`config.mk`:
```
export PLATFORM = sky130hd
export DESIGN_NAME = fetch_stage
export DESIGN_NICKNAME = d
export VERILOG_FILES = /design/src/rtl/fetch_stage.sv
export SDC_FILE = /design/constraint.sdc
export NUM_CORES = 1
export LEC_CHECK = 0
export CORE_MARGIN = 5
export CORE_UTILIZATION = 40
export CTS_CLUSTER_DIAMETER = 120
export DETAILED_ROUTE_END_ITERATION = 12
export PLACE_DENSITY = 0.76
export SLEW_MARGIN = 20
export SYNTH_ARGS = -nofsm -noshare
export SYNTH_HDL_FRONTEND = slang
export SYNTH_SLANG_ARGS = --single-unit
```
`constraint.sdc`:
```
create_clock -name clk -period 2.2 [get_ports clk]
set_input_delay 0.44 -clock clk [delete_from_list [all_inputs] [get_ports clk]]
set_output_delay 0.44 -clock clk [all_outputs]
set_load 0.01 [all_outputs]
```
`src/rtl/fetch_stage.sv`:
```
// rtl/fetch_stage.sv - MIPS instruction-fetch stage: PC, IF/ID register, stall/flush/redirect/halt
module fetch_stage #(
  parameter int                          REG_WIDTH           = 32,
  parameter int                          INSTR_ADDR_WIDTH    = 32,
  parameter int                          NUM_OF_INSTRUCTIONS = 128,
  parameter logic [INSTR_ADDR_WIDTH-1:0] RESET_PC            = '0,
  parameter logic [REG_WIDTH-1:0]        NOP_WORD            = '0
) (
  input  logic                        clk,
  input  logic                        rst_n,
  output logic [INSTR_ADDR_WIDTH-1:0] imem_addr,
  input  logic [REG_WIDTH-1:0]        imem_instr,
  input  logic                        stall,
  input  logic                        flush,
  input  logic                        redirect_valid,
  input  logic [INSTR_ADDR_WIDTH-1:0] redirect_target,
  output logic                        ifid_valid,
  output logic [REG_WIDTH-1:0]        ifid_instr,
  output logic [INSTR_ADDR_WIDTH-1:0] ifid_pc,
  output logic [INSTR_ADDR_WIDTH-1:0] ifid_pc_next,
  output logic                        fetch_halted,
  output logic [31:0]                 fetch_count
);

  localparam logic [INSTR_ADDR_WIDTH-1:0] PC_LIMIT = INSTR_ADDR_WIDTH'(NUM_OF_INSTRUCTIONS);

  logic [INSTR_ADDR_WIDTH-1:0] pc;
  logic [INSTR_ADDR_WIDTH-1:0] pc_plus1;

  // pc_plus1 wraps naturally; the range check alone decides whether that halts fetch
  assign pc_plus1     = pc + 1'b1;
  assign imem_addr    = pc;
  assign fetch_halted = (pc >= PC_LIMIT);

  always_ff @(posedge clk or negedge rst_n) begin
    if (!rst_n) begin
      pc           <= RESET_PC;
      ifid_valid   <= 1'b0;
      ifid_instr   <= NOP_WORD;
      ifid_pc      <= '0;
      ifid_pc_next <= '0;
      fetch_count  <= '0;
    end else if (redirect_valid) begin
      // the word on imem_instr this cycle is wrong-path, so it becomes a bubble
      pc         <= redirect_target;
      ifid_valid <= 1'b0;
      ifid_instr <= NOP_WORD;
    end else if (flush) begin
      ifid_valid <= 1'b0;
      ifid_instr <= NOP_WORD;
      if (!stall && !fetch_halted) begin
        pc <= pc_plus1;
      end
    end else if (stall) begin
      pc <= pc;
    end else if (fetch_halted) begin
      ifid_valid <= 1'b0;
      ifid_instr <= NOP_WORD;
    end else begin
      ifid_valid   <= 1'b1;
      ifid_instr   <= imem_instr;
      ifid_pc      <= pc;
      ifid_pc_next <= pc_plus1;
      pc           <= pc_plus1;
      if (fetch_count != 32'hFFFF_FFFF) begin
        fetch_count <= fetch_count + 32'd1;
      end
    end
  end

endmodule

```
Yosys cells after proc, flatten, opt, wreduce, memory -nomap -nowiden
Cells that the tools add are included.
{ "word_totals": {"word_cells": 36, "reg_bits": 161, "output_inout_bits": 162} }
{ "op_classes": {"addsub": 2, "n_reduce_logical": 6, "eq_ne": 4, "n_lt_le_gt_ge": 1, "bitwise_logic": 4, "muxes": 13} }
{ "op_table": {"columns": ["op", "count"], "rows": [
  ["$mux 32", 9],
  ["$add 32x1->32 const B", 2],
  ["$ge 32x8->1 const B", 1],
  ["$ne 32x32->1 const B", 1],
  ["$ne 3x1->1 const B", 2],
  ["$reduce_and 5->1", 1],
  ["$mux 1", 4],
  ["$not 1->1", 4],
  ["$reduce_and 4->1", 1],
  ["$ne 3x3->1 const B", 1],
  ["$reduce_and 3->1", 1],
  ["$logic_not 1->1", 2],
  ["$logic_and 1x1->1", 1]
]} }

Longest topological paths before layout
Gate-level depths: netlist of run 1.
{ "depth": {"word_depth": 6, "depth_mapped": 8} }

Worst setup path before layout of run 1
No wires, ideal clock.
{ "synth_path": {"path_kind": "flip-flop to flip-flop", "startpoint": "register pc[24], in the netlist imem_addr[24]", "endpoint": "register fetch_count[22]", "slack_ns": 0.065, "path_buffers": 0, "period_less_slack_ns": 2.135, "arrival_ns": 2.009, "setup_ns": 0.126, "stages_incl_launch_ff": 7, "cell_sequence": "dfrtp_1 > nor4_4 > nand4b_4 > nor3_4 > nand3_4 > or4_4 > xnor2_2"} }
{ "synth_between": {"elab_chain_cells": 3} }
{ "synth_rtl": {"columns": ["item", "line", "source"], "rows": [
  ["from (decl)", "27", "logic [INSTR_ADDR_WIDTH-1:0] pc;"],
  ["from (signal assigned)", "45", "pc <= redirect_target;"],
  ["from (signal assigned)", "52", "pc <= pc_plus1;"],
  ["from (signal assigned)", "55", "pc <= pc;"],
  ["$ge 32x8->1", "33", "assign fetch_halted = (pc >= PC_LIMIT);"],
  ["$not 1->1 (no source line)", null, null],
  ["$reduce_and 5->1 (no source line)", null, null],
  ["to (signal assigned)", "66", "fetch_count <= fetch_count + 32'd1;"],
  ["to (decl)", "22", "output logic [31:0] fetch_count"]
]} }
Every way passes these cells.
A chain may end at the register's enable or synchronous reset.

Worst setup path after layout of run 1
{ "layout_path": {"startpoint": "register pc[19], in the netlist imem_addr[19]", "endpoint": "output fetch_halted"} }
{ "layout_between": {"elab_chain_cells": 1} }
{ "layout_rtl": {"columns": ["item", "line", "source"], "rows": [
  ["$ge 32x8->1", "33", null],
  ["to (decl)", "21", "output logic fetch_halted,"]
]} }
Every way passes these cells.

==> results.cfg, run 1 <==
[sta]
timing_hold_violations_final = 0
fmax_mhz = 450
setup-violations-final = 1
max-slew-margin-rel_pct = 70.7
timing_max_transition_violations_final = 0
tightest_slew_ns = 0.439
final_worst_path_cycle_share_pct = 101
post-route-min-period_ns = 2.22
fin_skew_ns = 0.00808
rsz_0062_raised_after_global_routing = true
timing.final.ws_setup_ns = -0.0198

[critical_path]
timing.critical_path.to = fetch_halted
levels_on_crit_path = 4
worst_ep_arrival_time_ns = 1.78
timing.critical_path.cells = nor4_4, nand3_1, or3_4, buf_6
ff_to_ff_setup_slack_ns = 0.06
critical_path_required_ns = 1.76
worst_setup_path_end_kind = output pin
critical-path-top-delay-family = simple AND/OR/NAND/NOR gates
cpPeakStageDelay_ns = 0.42
cp-startpoint = imem_addr[19]
worstPathMaxFanout = 3
worst-path-buf-inv = 1
worstSetupStartpointType = flop
r2r-start = imem_addr[20]
r2r_end = fetch_count[3]
critPathKind = reg2out
worst-r2r-cell-count = 8
cp_slowest_cell = sky130_fd_sc_hd__dfrtp_1

[grt]
grt_pass1_vias = 5034
grt_pass1_wl_um = 26700
grt_usage_pct = 18.5
antenna_found_initial = 0
grt_start_max_net_pins = 48
globalRoute.totalOverflow = 0

[yosys]
number_of_flops_mapped_to_enable_cells_by_yosys = 0
synth_area_leaders = sky130_fd_sc_hd__dfrtp_1 (64%), sky130_fd_sc_hd__mux2_2 (5.9%), sky130_fd_sc_hd__nor2b_1 (4.9%)
netlist.area_leader.share_pct = 63.8
biggest_area_consumer_among_synthesized_cells = sky130_fd_sc_hd__dfrtp_1
synth-seq-cells = 161
synthMostInstantiatedCell = sky130_fd_sc_hd__dfrtp_1
synth-async-reset-ratio_pct = 100
syn-instance-count = 476
synth-main-ff-cell = sky130_fd_sc_hd__dfrtp_1
synth_nets = 548
ys_types = 41
synth_area_per_inst_um2 = 13.3
yosys-top-cells-count = sky130_fd_sc_hd__dfrtp_1 (161), sky130_fd_sc_hd__nor2b_1 (49), sky130_fd_sc_hd__mux2_2 (33)
synth_sequential_area_ratio_pct = 63.8
ys.warnings.count = 0
mappedNetlistArea_mm2 = 0.00631

[route]
drt-wirelength-per-cell_um = 17.4
routed_via_density = 4.87
detail_route.wirelength_um = 16900
routed-via-count = 4734
drc = 0
number_of_search_and_repair_iterations_in_the_first_detailed_routing_pass = 4
drtAntennaViolNets = 0
drtIter0Drc = 232

[clock_tree]
cts_tree = yes
cts-root-to-sink-buffers = 2
numCtsBuffers = 17
clk_pin_slew_ns = 0.06
cts.sink_count = 161
clock_tree.root_cell = sky130_fd_sc_hd__clkbuf_16
htree_num_levels = 4
clk-insertion-delay-late_ns = 0.42

[placed_design]
post-dp-hpwl_um = 12500
preCtsSetupSlack_ns = -0.150
globalplace.congestion = 0.810
place.port_buffers = 230

[pwr]
report.power.total_uw = 6750
ir_worst_vdd_mv = 0.501
power_density_mw_per_mm2 = 680
static-leakage-power_uw = 0.00445

[layout]
post_route_cells_drive_above_1_share_pct = 17.8
regArea_mm2 = 0.00403
antennaDiodeCount = 0
area_growth_pct = 57.4
fill_count = 1207
design.final.nets = 817
multi_input_area_mm2 = 0.00227

[worst_hold_path]
holdCritPathClass = reg2reg
hold_path_depth = 1

[die]
core_area_mm2 = 0.0157
ios = 231
die_area_mm2 = 0.0184
die_w_um = 136
initial_standard_cell_utilization_of_the_core_pct = 40.3
core.rowCount = 46
die-height_um = 136

[status]
outcome = finished, violations left
violations = negative setup slack

[run]
max_cap_viol_count = 0
## through the flow
stage,hold WS (ns),instance area (µm²),TNS (ns),cells,utilization [%]
final,0.489,9930,-0.0198,973,63.4
after global routing,0.508,9930,-0.781,973,63.4
after CTS,0.490,9780,-0.147,970,62.5
after detailed placement,0.384,9090,-6.90,935,58.0
after global placement,0.379,9090,-3.63,935,58.0
after floorplan,0.144,6310,0,476,-
## layout by cell type, fill, tap and decap left out, types with 6 or more instances in the layout
cell type and n:
sky130_fd_sc_hd__clkdlybuf4s50_1 227, sky130_fd_sc_hd__dfrtp_1 160, sky130_fd_sc_hd__nor2b_1 49, sky130_fd_sc_hd__mux2_2 33, sky130_fd_sc_hd__a22o_1 32, sky130_fd_sc_hd__buf_4 29, sky130_fd_sc_hd__xnor2_1 26, sky130_fd_sc_hd__nand2_1 23
sky130_fd_sc_hd__clkbuf_16 18, sky130_fd_sc_hd__nor2_1 16, sky130_fd_sc_hd__nand3_1 12, sky130_fd_sc_hd__xor2_1 12, sky130_fd_sc_hd__nand4_1 11, sky130_fd_sc_hd__buf_6 9, sky130_fd_sc_hd__a21oi_1 7, sky130_fd_sc_hd__and3_1 6
sky130_fd_sc_hd__inv_1 6, sky130_fd_sc_hd__o21ai_0 6
## worst min path at each step
stage | start | to | slack, ns
2_1_floorplan | rst_n | fetch_count[0] | 0.14
3_3_place_gp | rst_n | fetch_count[17] | 0.38
3_5_place_dp | rst_n | fetch_count[15] | 0.38
4_1_cts | ifid_valid | ifid_valid | 0.49
5_1_grt | ifid_valid | ifid_valid | 0.51
6_report | ifid_valid | ifid_valid | 0.49
## registers in the layout (all words and copies together) (netlist names)
register,cells
ifid_pc,32
ifid_pc_next,32
ifid_instr,32
imem_addr,32
fetch_count,32
ifid_valid,1
## cell type report
type,instances,share of cell area [%]
clock buffers,20,4.60
clock inverters,11,1.79
inverters,6,0.227
multi-input cells,287,22.8
flip-flops and latches,161,40.6
well taps,216,2.72
repair buffers,272,27.2
## what timing repair did
item / CTS / global route
hold endpoints to repair: 37 / 0
pin swaps: 7 / 18
gates cloned: 0 / 1
hold buffers: 1 / 0
setup endpoints to repair: 3 / 122
setup buffers: 3 / 5
resized for setup: 11 / 22
## cell families (layout without fill, tap and decap cells)
kind of cell,count (synthesis),in the layout,synth area share (%)
fa+ha+maj,3,3,0.595
xor+xnor,41,41,5.81
compound gates,52,52,6.17
buf+inv,28,309,1.84
flops,161,161,63.8
simple gates,156,156,15.5
mux,35,35,6.23
## power breakdown
part	internal [µW]	leakage [µW]	switching [µW]
Sequential	3020	0.00217	72.3
Combinational	309	0.00198	205
Clock	1970	0.000300	1180
## metal layers
metal | wire [µm] | global-route usage [%] | vias up
met2 | 8100 | 29.5 | 177
li1 | - | - | 2199
met1 | 7020 | 23.4 | 2327
met4 | 374 | 6.72 | 0
met3 | 1450 | 6.54 | 31
met5 | 0 | 0 | -
No activity file was read; power rests on OpenSTA's default activity.
==> run 2, diff against run 1 <==
--- a/config.mk
+++ b/config.mk
@@ -10,7 +10,7 @@
 export CTS_CLUSTER_DIAMETER = 120
 export DETAILED_ROUTE_END_ITERATION = 12
 export PLACE_DENSITY = 0.76
-export SLEW_MARGIN = 20
+export SLEW_MARGIN = 15
 export SYNTH_ARGS = -nofsm -noshare
 export SYNTH_HDL_FRONTEND = slang
 export SYNTH_SLANG_ARGS = --single-unit
==> results of run 2 <==
Final layout, timing and power as in run 1 (identical DEF).
==> run 3, diff against run 2 <==
--- a/config.mk
+++ b/config.mk
@@ -8,6 +8,7 @@
 export CORE_MARGIN = 5
 export CORE_UTILIZATION = 40
 export CTS_CLUSTER_DIAMETER = 120
+export CTS_CLUSTER_SIZE = 30
 export DETAILED_ROUTE_END_ITERATION = 12
 export PLACE_DENSITY = 0.76
 export SLEW_MARGIN = 15
==> results of run 3 <==
Final layout, timing and power as in run 1 (identical DEF).
